==> src/rtl/codifica_imediato.sv <==
// Immediate encoder: range-checks a 32-bit immediate for the 12-bit split form or the 19-bit form.
// Feeds a small output FIFO; define CODIFICA_IMEDIATO_CONTA_ERROS_EN to add a saturating error counter.
module codifica_imediato #(
  parameter int PROFUNDIDADE = 2
) (
  input  logic        clk,
  input  logic        rst,
  input  logic        entr_valido,
  output logic        entr_pronto,
  input  logic [31:0] imed,
  input  logic [1:0]  sel_formato,
  output logic        saida_valido,
  input  logic        saida_pronto,
  output logic [6:0]  saida_parte1,
  output logic [4:0]  saida_parte2,
  output logic [18:0] saida_imed19,
  output logic [1:0]  saida_formato,
`ifdef CODIFICA_IMEDIATO_CONTA_ERROS_EN
  output logic [7:0]  cont_erros,
`endif
  output logic        erro_faixa
);

  localparam int PW = (PROFUNDIDADE > 2) ? 2 : 1;
  localparam int CW = PW + 1;
  localparam logic [CW-1:0] PROF_C = CW'(PROFUNDIDADE);
  localparam logic [PW-1:0] ULT_C = PW'(PROFUNDIDADE - 1);

  typedef enum logic {OCIOSO, VERIFICA} estado_t;

  typedef struct packed {
    logic [1:0]  fmt;
    logic [6:0]  p1;
    logic [4:0]  p2;
    logic [18:0] i19;
  } ent_t;

  estado_t       est_q, est_d;
  logic [31:0]   imed_q, imed_d;
  logic [1:0]    fmt_q, fmt_d;
  ent_t          mem_q [PROFUNDIDADE];
  ent_t          mem_d [PROFUNDIDADE];
  logic [PW-1:0] wr_q, wr_d, rd_q, rd_d;
  logic [CW-1:0] cnt_q, cnt_d;
  logic          rdy_en_q, rdy_en_d;

  logic legal, push, pop, aceita;
  ent_t novo, cabeca;

  always_comb begin
    legal = 1'b0;
    novo  = '0;
    case (fmt_q)
      2'd0: begin
        legal    = imed_q[31:11] == {21{imed_q[11]}};
        novo.fmt = 2'd0;
        novo.p1  = imed_q[11:5];
        novo.p2  = imed_q[4:0];
      end
      2'd2: begin
        legal    = imed_q[31:18] == {14{imed_q[18]}};
        novo.fmt = 2'd2;
        novo.i19 = imed_q[18:0];
      end
      default: legal = 1'b0;
    endcase
  end

  // Ready is held off for one edge after reset release.
  assign entr_pronto  = rdy_en_q && (est_q == OCIOSO) && (cnt_q < PROF_C);
  assign aceita       = entr_valido && entr_pronto;
  assign push         = (est_q == VERIFICA) && legal;
  assign erro_faixa   = (est_q == VERIFICA) && !legal;
  assign saida_valido = cnt_q != '0;
  assign pop          = saida_valido && saida_pronto;

  assign cabeca        = saida_valido ? mem_q[rd_q] : '0;
  assign saida_formato = cabeca.fmt;
  assign saida_parte1  = cabeca.p1;
  assign saida_parte2  = cabeca.p2;
  assign saida_imed19  = cabeca.i19;

  always_comb begin
    est_d    = est_q;
    imed_d   = imed_q;
    fmt_d    = fmt_q;
    mem_d    = mem_q;
    wr_d     = wr_q;
    rd_d     = rd_q;
    rdy_en_d = 1'b1;
    unique case (est_q)
      OCIOSO: begin
        if (aceita) begin
          est_d  = VERIFICA;
          imed_d = imed;
          fmt_d  = sel_formato;
        end
      end
      VERIFICA: est_d = OCIOSO;
    endcase
    if (push) begin
      mem_d[wr_q] = novo;
      wr_d = (wr_q == ULT_C) ? '0 : wr_q + 1'b1;
    end
    if (pop) rd_d = (rd_q == ULT_C) ? '0 : rd_q + 1'b1;
    cnt_d = cnt_q + CW'(push) - CW'(pop);
  end

  always_ff @(posedge clk or posedge rst) begin
    if (rst) begin
      est_q    <= OCIOSO;
      imed_q   <= '0;
      fmt_q    <= '0;
      wr_q     <= '0;
      rd_q     <= '0;
      cnt_q    <= '0;
      rdy_en_q <= 1'b0;
      for (int i = 0; i < PROFUNDIDADE; i++) mem_q[i] <= '0;
    end else begin
      est_q    <= est_d;
      imed_q   <= imed_d;
      fmt_q    <= fmt_d;
      wr_q     <= wr_d;
      rd_q     <= rd_d;
      cnt_q    <= cnt_d;
      rdy_en_q <= rdy_en_d;
      mem_q    <= mem_d;
    end
  end

`ifdef CODIFICA_IMEDIATO_CONTA_ERROS_EN
  logic [7:0] cont_q, cont_d;

  always_comb begin
    cont_d = cont_q;
    if (erro_faixa && cont_q != 8'hFF) cont_d = cont_q + 8'd1;
  end

  always_ff @(posedge clk or posedge rst) begin
    if (rst) cont_q <= '0;
    else     cont_q <= cont_d;
  end

  assign cont_erros = cont_q;
`endif

endmodule

==> config.mk <==
export PLATFORM = sky130hd
export DESIGN_NAME = codifica_imediato
export DESIGN_NICKNAME = d
export VERILOG_FILES = /design/src/rtl/codifica_imediato.sv
export SDC_FILE = /design/constraint.sdc
export NUM_CORES = 1
export LEC_CHECK = 0
export BUFFER_PORTS_ARGS = -buffer_cell sky130_fd_sc_hd__buf_4
export CAP_MARGIN = 20
export CORE_MARGIN = 1
export CORE_UTILIZATION = 45
export CTS_CLUSTER_SIZE = 12
export DETAILED_ROUTE_END_ITERATION = 10
export GPL_TIMING_DRIVEN = 0
export PLACE_DENSITY_LB_ADDON = 0.1
export SLEW_MARGIN = 20
export SYNTH_ARGS = -nofsm -noshare
export SYNTH_HDL_FRONTEND = slang
export SYNTH_SLANG_ARGS = --single-unit
==> constraint.sdc <==
create_clock -name clk -period 3.3 [get_ports clk]
set_input_delay 0.495 -clock clk [delete_from_list [all_inputs] [get_ports clk]]
set_output_delay 0.495 -clock clk [all_outputs]
set_load 0.005 [all_outputs]
==> results.tsv <==
stage	metric	value	unit
power	p_per_area	599	nW/um^2
placement	placedCellCount	593	
logic_synthesis	post_synth_main_area_contributors	dfrtp_1 (52%), mux2_2 (15%), mux2_4 (8.8%), mux2i_1 (6.5%), and2_1 (3.9%)	
logic_synthesis	ys.flop_type	dfrtp_1	
clock_tree	clk_pin_slew	0.10	ns
global_routing	first_global_vias	3159	
setup_path	crit_fanout	3	
clock_tree	h-tree-depth	3	
placement	port_buffers	72	
power	power.total	3.53	mW
detailed_routing	drt_wl_total	9.88	mm
sta	period_share	90.3	%
floorplanning	die_area	11400	um^2
sta	fin_skew	0.0168	ns
sta	setup_viol	0	
cells_and_area	antenna_cells_inserted	0	
setup_path	critical_path_required	2.80	ns
sta	tightest_slew	0.815	ns
logic_synthesis	syn_nets	424	
setup_path	crit_arrival	2.48	ns
sta	fin_tns_setup	0	ns
job	cap_violations	0	
clock_tree	cts_made_buffers	9	
clock_tree	ctsHoldBuffers	0	
sta	slew_viol_final	0	
logic_synthesis	synthArstFlopShare	100	%
global_routing	grt_use_total	18.9	%
logic_synthesis	synth_edf_count	0	
setup_path	worst_setup_path_start_kind	flop	
logic_synthesis	syn_inst	384	
clock_tree	clk_latency	0.36	ns
detailed_routing	drt-initial-drc-count	103	
clock_tree	tritoncts	built	
clock_tree	post_cts_resized	0	
setup_path	rr_startpoint	imed_q[23]	
logic_synthesis	synth_top_area_share	52.5	%
power	max-vdd-ir-drop	0.263	mV
floorplanning	die_h	107	um
detailed_routing	drc_errors	0	
cells_and_area	finalNonFillerCells	609	
setup_path	critPathKind	flop to primary output	
cells_and_area	nets	508	
sta	finalCriticalPeriod	2.98	ns
sta	hold_slack	0.0964	ns
clock_tree	cts_max_path_buffers	2	
logic_synthesis	ys_seq_area_share	52.5	%
sta	rsz0062_at_grt	false	
sta	timing.fmax	336	MHz
setup_path	path_cells	or4_1, nor4_1, o211ai_1, o21ai_0, a21boi_0, buf_4	
sta	relSlewSlack	45.7	%
setup_path	cp-end-kind	primary output	
detailed_routing	detail-route-antenna-nets	0	
floorplanning	rows	37	
placement	hpwlAfterDp	7.13	mm
floorplanning	core_area	10500	um^2
global_routing	grt_max_degree	71	
logic_synthesis	synth_area	4960	um^2
setup_path	cp_slowest_cell	or4_1	
global_routing	grt_pass1_wl	16.5	mm
placement	place.gp.congestion	0.784	
detailed_routing	viasPerCell	5.08	
global_routing	grt_antenna_before_repair	0	
logic_synthesis	avgSynthCellArea	12.9	um^2
detailed_routing	vias	3091	
cells_and_area	layout-drive-gt1-share	41.2	%
detailed_routing	wl_per_cell	16.2	um
clock_tree	cts_root_buf	clkbuf_8	
worst_hold_path	hp-class	input port to async pin	
setup_path	reg2reg_slack	0.50	ns
outcome	status	complete, no violations	
floorplanning	initial_core_util	47.2	%
setup_path	r2r_cells	10	
logic_synthesis	synth_largest_area_cell	dfrtp_1	
logic_synthesis	ys_warn_count	0	
logic_synthesis	synth.distinct_cells	40	
power	p_leak	2.89	nW
sta	hold_violations	0	
setup_path	cpPeakStageDelay	0.56	ns
logic_synthesis	ys_ff_latch	104	
clock_tree	clock_sinks	104	
setup_path	worst_r2r_endpoint	cnt_q[1]	
detailed_routing	drtPass1Iterations	4	
floorplanning	io_pins	74	
floorplanning	die_w	107	um
global_routing	overflow	0	
cells_and_area	area_delta_synth_final	18.8	%
clock_tree	post_cts_buffers	0	
[logic make-up after synthesis]
| logic type | Yosys count | share of synthesized area, % |
|---|---|---|
| DFF | 104 | 52.5 |
| and+or+nand+nor | 102 | 11.0 |
| adders and majority gates | 2 | 0.505 |
| buffers and inverters | 29 | 2.80 |
| other | 2 | 0.151 |
| muxes | 125 | 29.8 |
| AOI/OAI and AO/OA | 17 | 2.80 |
| xor gates and xnor gates | 3 | 0.530 |
[cell usage in the layout, fill, tap and decap left out, types with 2 or more instances in the layout]
master / n
inv_1: 7
mux2_4: 29
buf_1: 2
nand4_1: 3
and2_1: 31
clkinv_4: 2
buf_2: 3
or4_1: 2
conb_1: 2
clkbuf_1: 15
buf_4: 73
dfrtp_1: 104
mux2i_1: 32
nor3_1: 3
xnor2_1: 2
nand3_1: 2
nor2b_1: 2
mux2_2: 64
ha_1: 2
nor3b_1: 2
or3_1: 2
nand2_1: 9
clkbuf_8: 9
buf_6: 3
o2111ai_1: 2
nor2_1: 37
o21ai_0: 8
nor4_1: 3
[cells in the mapped netlist (all sizes together), types with 2 or more instances]
cell     number
and2         32
buf           9
clkbuf       12
conb          2
dfrtp       104
ha            2
inv           8
mux2         93
mux2i        32
nand2         9
nand3         2
nand4         3
nor2         38
nor2b         2
nor3          3
nor3b         2
nor4          4
o2111ai       2
o21ai         9
o221ai        2
or3           2
or4           3
xnor2         2
[metrics by stage]
step	worst slack (ns)	instance area (um^2)	utilization [%]
2_1_floorplan	0.0728	4960	-
3_3_place_gp	-1.15	5670	53.9
3_5_place_dp	0.530	5700	54.3
4_1_cts	0.299	5890	56.1
5_1_grt	0.0910	5890	56.1
6_report	0.320	5890	56.1
[worst max-delay path, delay by kind of cell (launching register included)]
family	cells	cell delay, ns
and+or+nand+nor	2	1.06
AOI/OAI and AO/OA	3	0.51
DFF	1	0.40
buffers and inverters	1	0.16
[report_power, final]
group | leakage, nW | internal (mW) | switching [mW]
sequential | 1.37 | 1.51 | 0.215
combinational | 1.42 | 0.479 | 0.545
clock | 0.0908 | 0.355 | 0.427
total | 2.89 | 2.34 | 1.19
[flip-flops by register name, indices dropped and copies added, names as in the netlist]
register / cells
cnt_q: 2
mem_q: 64
fmt_q: 2
rdy_en_q: 1
wr_q: 1
est_q: 1
imed_q: 32
rd_q: 1
[routing by layer]
metal | GRT usage, % | share of wire, % | vias up
met2 | 28.9 | 46 | 56
li1 | - | - | 1502
met4 | 5.58 | 1.2 | 0
met1 | 27.5 | 50 | 1524
met3 | 3.22 | 2.9 | 9
met5 | 0 | 0 | -
[cell type report]
type	count	area, um^2
repair buffers	73	568
plain buffers	21	109
inverters	8	35.0
clock buffers	12	135
flip-flops and latches	104	2600
well taps	136	170
multi-input cells	251	2220
fillers	918	4620
clock inverters	4	55.1
[worst max path at each step]
stage / start / to / slack (ns)
global placement: rst / mem_q[59] / -1.15
detailed placement: imed_q[23] / cnt_q[1] / 0.53
finish: imed_q[23] / erro_faixa / 0.32
global route: imed_q[23] / erro_faixa / 0.09
floorplan: rst / cnt_q[0] / 0.07
CTS: imed_q[23] / erro_faixa / 0.30
No activity file was read; power rests on OpenSTA's default activity.
